--- src/rtl/iddmm_final_sub.sv ---
// Final conditional subtraction of the IDDMM Montgomery multiplier: compares A with P,
// then streams R-P (R = carry*2^(K*N) + A) or A, one K-bit word per cycle, LS word first.
module iddmm_final_sub #(
    parameter int K      = 128,
    parameter int N      = 32,
    parameter int ADDR_W = $clog2(N)
) (
    input  logic              clk,
    input  logic              rst_n,
    input  logic              start,
    input  logic              carry_in,
    output logic              rd_en,
    output logic [ADDR_W-1:0] rd_addr,
    input  logic [K-1:0]      a_rd_data,
    input  logic [K-1:0]      p_rd_data,
    output logic              o_valid,
    output logic [ADDR_W-1:0] o_addr,
    output logic [K-1:0]      o_data,
    output logic              o_sub,
    output logic              busy,
    output logic              done,
    output logic [1:0]        dbg_state
);

    // Handshake: start is a one-cycle request honoured only in IDLE (busy low);
    // o_valid qualifies o_addr/o_data for exactly one cycle with no back-pressure.
    typedef enum logic [1:0] {IDLE, CMP, SUB, DRAIN} state_t;

    localparam logic [ADDR_W-1:0] LAST = ADDR_W'(N - 1);
    localparam logic [ADDR_W-1:0] ONE  = ADDR_W'(1);

    state_t              state_q, state_d;
    logic [ADDR_W-1:0]   cnt_q, cnt_d;
    logic                carry_q, carry_d;
    logic                rd_en_q, rd_en_d;
    logic [ADDR_W-1:0]   rd_addr_q, rd_addr_d;
    logic                rv_q, rv_d;
    logic                rsub_q, rsub_d;
    logic [ADDR_W-1:0]   ridx_q, ridx_d;
    logic                b_q, b_d;
    logic                bf_q, bf_d;
    logic                o_valid_q, o_valid_d;
    logic [ADDR_W-1:0]   o_addr_q, o_addr_d;
    logic [K-1:0]        o_data_q, o_data_d;
    logic                o_sub_q, o_sub_d;
    logic                busy_q, busy_d;
    logic                done_q, done_d;

    logic [K:0]          diff;
    logic                sel;
    logic                last_word;

    always_comb begin
        state_d   = state_q;
        cnt_d     = cnt_q;
        carry_d   = carry_q;
        rv_d      = rd_en_q;
        rsub_d    = (state_q == SUB);
        ridx_d    = rd_addr_q;
        b_d       = b_q;
        bf_d      = bf_q;
        o_valid_d = 1'b0;
        o_addr_d  = o_addr_q;
        o_data_d  = o_data_q;
        o_sub_d   = o_sub_q;
        done_d    = 1'b0;
        diff      = {1'b0, a_rd_data} - {1'b0, p_rd_data} - {{K{1'b0}}, b_q};
        sel       = carry_q | ~bf_q;
        last_word = (ridx_q == LAST);

        case (state_q)
            IDLE: begin
                if (start) begin
                    state_d = CMP;
                    cnt_d   = '0;
                    carry_d = carry_in;
                    o_sub_d = 1'b0;
                    b_d     = 1'b0;
                    bf_d    = 1'b0;
                end
            end
            CMP: begin
                if (cnt_q == LAST) begin
                    state_d = SUB;
                    cnt_d   = '0;
                end else begin
                    cnt_d = cnt_q + ONE;
                end
            end
            SUB: begin
                if (cnt_q == LAST) begin
                    state_d = DRAIN;
                    cnt_d   = '0;
                end else begin
                    cnt_d = cnt_q + ONE;
                end
            end
            DRAIN: begin
                if (cnt_q == ONE) begin
                    state_d = IDLE;
                    cnt_d   = '0;
                end else begin
                    cnt_d = cnt_q + ONE;
                end
            end
            default: begin
                state_d = IDLE;
                cnt_d   = '0;
            end
        endcase

        rd_en_d   = (state_d == CMP) || (state_d == SUB);
        rd_addr_d = rd_en_d ? cnt_d : '0;
        busy_d    = (state_d != IDLE);

        // RAM data is only looked at when the read-valid tag says it belongs to us;
        // the borrow chain is cleared after the last word of each pass.
        if (rv_q) begin
            b_d = last_word ? 1'b0 : diff[K];
            if (!rsub_q) begin
                if (last_word) begin
                    bf_d = diff[K];
                end
            end else begin
                o_valid_d = 1'b1;
                o_addr_d  = ridx_q;
                o_data_d  = sel ? diff[K-1:0] : a_rd_data;
                o_sub_d   = sel;
                done_d    = last_word;
            end
        end
    end

    always_ff @(posedge clk or negedge rst_n) begin
        if (!rst_n) begin
            state_q   <= IDLE;
            cnt_q     <= '0;
            carry_q   <= 1'b0;
            rd_en_q   <= 1'b0;
            rd_addr_q <= '0;
            rv_q      <= 1'b0;
            rsub_q    <= 1'b0;
            ridx_q    <= '0;
            b_q       <= 1'b0;
            bf_q      <= 1'b0;
            o_valid_q <= 1'b0;
            o_addr_q  <= '0;
            o_data_q  <= '0;
            o_sub_q   <= 1'b0;
            busy_q    <= 1'b0;
            done_q    <= 1'b0;
        end else begin
            state_q   <= state_d;
            cnt_q     <= cnt_d;
            carry_q   <= carry_d;
            rd_en_q   <= rd_en_d;
            rd_addr_q <= rd_addr_d;
            rv_q      <= rv_d;
            rsub_q    <= rsub_d;
            ridx_q    <= ridx_d;
            b_q       <= b_d;
            bf_q      <= bf_d;
            o_valid_q <= o_valid_d;
            o_addr_q  <= o_addr_d;
            o_data_q  <= o_data_d;
            o_sub_q   <= o_sub_d;
            busy_q    <= busy_d;
            done_q    <= done_d;
        end
    end

    assign rd_en     = rd_en_q;
    assign rd_addr   = rd_addr_q;
    assign o_valid   = o_valid_q;
    assign o_addr    = o_addr_q;
    assign o_data    = o_data_q;
    assign o_sub     = o_sub_q;
    assign busy      = busy_q;
    assign done      = done_q;
    assign dbg_state = state_q;

endmodule

--- config.mk ---
export PLATFORM = sky130hd
export DESIGN_NAME = iddmm_final_sub
export DESIGN_NICKNAME = d
export VERILOG_FILES = /design/src/rtl/iddmm_final_sub.sv
export SDC_FILE = /design/constraint.sdc
export NUM_CORES = 1
export LEC_CHECK = 0
export CORE_AREA = 5 5 257 234
export CTS_CLUSTER_SIZE = 12
export DETAILED_ROUTE_END_ITERATION = 10
export DIE_AREA = 0 0 262 239
export SYNTH_ARGS = -nofsm -noshare
export SYNTH_HDL_FRONTEND = slang
export SYNTH_SLANG_ARGS = --single-unit
--- constraint.sdc ---
create_clock -name clk -period 4.7 [get_ports clk]
set_clock_uncertainty 0.2 [all_clocks]
set_input_delay 0.94 -clock clk [delete_from_list [all_inputs] [get_ports clk]]
set_output_delay 0.94 -clock clk [all_outputs]
set_load 0.05 [all_outputs]
==> results.md <==
- The H-tree generated during clock tree synthesis spans 4 levels.
- The die height is 239 um.
- The register bit count reported by yosys is 160.
- The Yosys step of the flow raised 0 warnings.
- The post-route worst hold slack is 199.6 ps.
- TritonCTS built the clock tree.
- After layout, the design draws a total of roughly 11000 uW.
- Of the cells placed in the final design, the portion with a size suffix greater than 1 is 21.38%.
- The critical path goes through clkdlybuf4s50_1 > inv_1 > ha_1 > inv_1 > ha_1 > a21oi_1 > o21bai_1 > a211o_1 > and2_1 > a211oi_1 > buf_4 > nor2_1 > a211o_4 > a211oi_4 > a31oi_4 > a211o_1 > and2_4 > mux2i_1 > a221o_1.
- The most common cell after layout, fill and taps aside is sky130_fd_sc_hd__buf_4.
- The clock tree root driver cell is sky130_fd_sc_hd__clkbuf_16.
- On the worst path, the slowest cell contributes a delay of 480 ps.
- The placer's final routability congestion estimate is 0.9070.
- Yosys mapped a number of flops with a built-in enable equal to 0.
- The count of pins on the block boundary is 405.
- The worst hold path begins at rd_addr[4].
- In this run, the number of DRC markers left after iteration 0 of detailed routing was 1175.
- The worst setup path is captured at a flop.
- The portion of the post-synthesis area used by sequential elements is 22.20%.
- The end point of the worst hold path is ridx_q[4].
- Counting instances, the worst hold path has a depth of 0.
- The first global-routing pass estimated roughly 110000 um of wire.
- The final critical path takes up 110.5% of the cycle.
- The number of global-route vias before repair is 19840.
- The routed design has just over 70000 um of wire.
- The measured slew at the worst slew-check pin is 984.9 ps.
- After detailed routing, the number of remaining DRC violations is 0.
- The post-layout worst setup margin is -492.1 ps.
- The routed wirelength normalized by instance count is 17.17 um.
- Hold repair after CTS inserted 0 buffers.
- Setup repair after global routing could not meet its margin everywhere.
- The startpoint type of the worst setup path is an input port.
- The initial standard-cell utilization of the core is 31.37%.
- TritonCTS created 17 clock buffers.
- After clock tree synthesis, the clock-pin slew on the worst setup and hold paths is approximately 80 ps.
- Entering global routing, the biggest net connects 108 pins.
- The area of the placeable core is 0.05749 mm2.
- Broken down by cell family, the worst path's largest delay share belongs to compound AO/OA/AOI/OAI gates.
- The analysis attributes to cell leakage a power of around 0.014 uW.
- Synthesis produced about 2500 cells.
- Leaving out fill and tap cells, the most frequent cells in the layout are sky130_fd_sc_hd__buf_4, sky130_fd_sc_hd__inv_1, sky130_fd_sc_hd__clkdlybuf4s50_1, sky130_fd_sc_hd__nand2_1, sky130_fd_sc_hd__a21oi_1.
- The die covers 0.06262 mm2.
- At the later pin of the worst-skew pair, clock insertion delay measures roughly 500 ps.
- Across the run, the number of max-cap violations was 0.
- The run finished, with violations left.
- Setup violations remaining at the end of the flow were counted as 12.
- The aggregate global-route resource usage is 22.02%.
- The max-slew violation count is 0.
- In the synthesized netlist the async set-or-reset flop fraction comes to 100.0%.
- The synthesized netlist net count is between 3000 and 4000.
- At the worst endpoint, the required time is 4890 ps.
- Summing every instance area after synthesis gives 0.01803 mm2.
- The number of buffers and inverters on the critical path is 4.
- The final hold violation count is 0.
- The peak fanout along the critical path is 3.
- The most used flip-flop cell after synthesis is sky130_fd_sc_hd__dfrtp_1.
- The worst register-to-register path has a setup slack of -360 ps.
- On the critical path, the stage with the largest delay is an instance of sky130_fd_sc_hd__clkdlybuf4s50_1.
- The count of standard-cell rows is 84.
- The layout-stage area growth over the synthesis result is 56.79%.
- The number of different library cells in the post-synthesis netlist is 66.
- The detailed-route vias per instance is between 4 and 5.
- The horizontal die dimension is 262 um.
- Once detail routing completed, the nets flagged for antenna violations numbered 0.
- After global routing the overflow that remains totals 0.
- The minimum clock period is 5192 ps.
- The checks that failed: setup timing.
- The critical path arrival is 5380 ps.
- The count of port buffers added during placement is between 400 and 500.
- Across all layers, the routed design uses 20150 vias.
- Dividing the synthesized area by the synthesized cell count gives slightly above 7 um2.
- The reg-to-reg startpoint is b_q.
- For the worst flop-to-flop path, the logic depth is 18.
- The longest clock path from root to sink contains 2 buffers.
- The final layout net count is 3892.
- The power density over cell area is ~370 mW/mm2.
- In this run the worst hold path is classified as reg -> reg.
- The worst slew slack as a fraction of its limit is 34.34%.
- The first detailed-routing pass took 5 iterations.
- The number of antenna violations at the first check in global routing is 3.
- The largest voltage drop on the vdd net is 307.8 uV.
- Counting buffers and inverters, the worst setup path is 19 cells deep.
- The maximum clock frequency is 0.1926 GHz.
- The category of the critical setup timing path is in -> reg.
- The number of sinks handled by clock tree synthesis is 160.
- Detailed placement ended at an HPWL of a little under 60000 um.
- The destination of the worst register-to-register timing path is o_data[118].
- Counting the fill cells in the layout gives roughly 5700.
-- synthesized netlist by cell type (3+ instances only) --
cell type | n | area, um2
sky130_fd_sc_hd__a211o_1 | 5 | 43.79
sky130_fd_sc_hd__a211oi_1 | 10 | 75.07
sky130_fd_sc_hd__a21boi_0 | 10 | 75.07
sky130_fd_sc_hd__a21o_1 | 54 | 405.4
sky130_fd_sc_hd__a21oi_1 | 302 | 1511
sky130_fd_sc_hd__a22oi_1 | 21 | 157.7
sky130_fd_sc_hd__a311oi_1 | 5 | 43.79
sky130_fd_sc_hd__a31oi_1 | 24 | 150.1
sky130_fd_sc_hd__a41oi_1 | 4 | 35.03
sky130_fd_sc_hd__and2_1 | 12 | 75.07
sky130_fd_sc_hd__and3_1 | 10 | 62.56
sky130_fd_sc_hd__and4_1 | 6 | 52.55
sky130_fd_sc_hd__buf_1 | 10 | 37.54
sky130_fd_sc_hd__buf_2 | 6 | 30.03
sky130_fd_sc_hd__clkbuf_1 | 96 | 360.4
sky130_fd_sc_hd__dfrtp_1 | 160 | 4004
sky130_fd_sc_hd__ha_1 | 262 | 3278
sky130_fd_sc_hd__inv_1 | 423 | 1588
sky130_fd_sc_hd__mux2i_1 | 6 | 60.06
sky130_fd_sc_hd__nand2_1 | 285 | 1070
sky130_fd_sc_hd__nand2b_1 | 21 | 131.4
sky130_fd_sc_hd__nand3_1 | 18 | 90.09
sky130_fd_sc_hd__nand3b_1 | 4 | 30.03
sky130_fd_sc_hd__nand4_1 | 63 | 394.1
sky130_fd_sc_hd__nor2_1 | 196 | 735.7
sky130_fd_sc_hd__nor2b_1 | 17 | 106.4
sky130_fd_sc_hd__nor3_1 | 24 | 120.1
sky130_fd_sc_hd__nor3b_1 | 4 | 30.03
sky130_fd_sc_hd__nor4_1 | 8 | 50.05
sky130_fd_sc_hd__o2111ai_1 | 3 | 26.28
sky130_fd_sc_hd__o211ai_1 | 8 | 60.06
sky130_fd_sc_hd__o21a_1 | 25 | 187.7
sky130_fd_sc_hd__o21ai_0 | 213 | 1066
sky130_fd_sc_hd__o21ai_1 | 6 | 30.03
sky130_fd_sc_hd__o21bai_1 | 29 | 217.7
sky130_fd_sc_hd__o221ai_1 | 3 | 26.28
sky130_fd_sc_hd__o22ai_1 | 8 | 50.05
sky130_fd_sc_hd__o31ai_1 | 6 | 45.04
sky130_fd_sc_hd__o41ai_1 | 4 | 35.03
sky130_fd_sc_hd__or2_2 | 5 | 31.28
sky130_fd_sc_hd__or3_1 | 7 | 43.79
sky130_fd_sc_hd__xnor2_1 | 60 | 525.5
sky130_fd_sc_hd__xor2_1 | 63 | 551.8
-- state kept, by name, summed over array words and instances (netlist names) --
register / cells
rv_q: 1
o_sub: 1
cnt_q: 5
bf_q: 1
dbg_state: 2
o_valid: 1
o_data: 128
ridx_q: 5
rd_en: 1
rsub_q: 1
b_q: 1
busy: 1
done: 1
rd_addr: 5
carry_q: 1
o_addr: 5
-- kinds of logic after synthesis --
kind of cell	after synthesis	synth area share, %
flip-flops	160	22.20
XOR/XNOR	123	5.974
buffers and inverters	536	11.20
adder cells (fa/ha/maj)	264	18.40
AND/OR/NAND/NOR	687	17.12
multiplexers	7	0.3955
AO/OA/AOI/OAI	756	24.71
-- per-layer routing --
layer  vias to the layer above  wire (um)  GRT usage [%]
met2                       444      32760          36.20
met3                        75       4020          4.563
li1                      10230          -              -
met4                         2       1090          4.657
met1                      9402      33480          30.07
met5                         -          7              0
-- per-stage QoR --
stage / worst slack, ps / setup TNS (ps) / instances / util, % / cell area (um2)
4_1_cts: -654.1 / -3623 / 4141 / 47.73 / 27440
2_1_floorplan: -576.5 / -2742 / 2533 / - / 18050
3_3_place_gp: -1381 / -73420 / 4101 / 46.03 / 26460
3_5_place_dp: -1427 / -76580 / 4101 / 46.03 / 26460
6_report: -492.1 / -3190 / 4156 / 49.18 / 28270
5_1_grt: -648.4 / -5730 / 4156 / 49.18 / 28270
-- final cells by class --
| type | count | area, um2 | area share (%) |
|---|---|---|---|
| Clock inverter | 15 | 192.7 | 0.6815 |
| Inverter | 424 | 1592 | 5.629 |
| Sequential cell | 160 | 4004 | 14.16 |
| Timing Repair Buffer | 928 | 8085 | 28.60 |
| Clock buffer | 17 | 425.4 | 1.505 |
| Tap cell | 774 | 968.4 | 3.425 |
| Multi-Input combinational cell | 1837 | 13000 | 45.99 |
| Antenna cell | 1 | 2.502 | 0.008851 |
-- power breakdown --
part	internal (uW)	leakage [uW]	switching [uW]	total (uW)
Sequential	1820	0.00189	284	2100
Combinational	2870	0.0117	4000	6870
Clock	767	0.000301	773	1540
Total	5460	0.0139	5050	10500
-- worst register-to-register path, cell delays in order, from the launching register on --
cell and delay (ps):
sky130_fd_sc_hd__dfrtp_1 390, sky130_fd_sc_hd__inv_1 120, sky130_fd_sc_hd__fa_1 460, sky130_fd_sc_hd__ha_1 220, sky130_fd_sc_hd__or2_4 250, sky130_fd_sc_hd__fa_2 340
sky130_fd_sc_hd__nand2b_4 160, sky130_fd_sc_hd__a2111oi_4 350, sky130_fd_sc_hd__o21ai_2 90, sky130_fd_sc_hd__a21bo_2 250, sky130_fd_sc_hd__a2111oi_4 310, sky130_fd_sc_hd__nor2_2 90
sky130_fd_sc_hd__a211o_4 380, sky130_fd_sc_hd__a211oi_4 310, sky130_fd_sc_hd__a31oi_4 150, sky130_fd_sc_hd__a211o_1 340, sky130_fd_sc_hd__and2_4 160, sky130_fd_sc_hd__mux2i_1 110
sky130_fd_sc_hd__a221o_1 260
-- how the worst max path moves through the flow --
stage | from | to | slack [ps]
after floorplan | a_rd_data[0] | o_data[118] | -580
after global placement | p_rd_data[0] | o_data[118] | -1380
after detailed placement | p_rd_data[0] | o_data[118] | -1430
after CTS | a_rd_data[0] | o_data[118] | -650
after global routing | p_rd_data[0] | o_data[118] | -650
final | a_rd_data[43] | o_data[118] | -490
-- what timing repair did --
item / in CTS / in global routing
pin swaps: 50 / 81
setup buffers: 8 / 14
setup endpoints to repair: 71 / 71
gates resized for setup: 79 / 151
endpoints found under the hold margin: 0 / 0
Note: power is estimated with default switching activity, not from simulation.
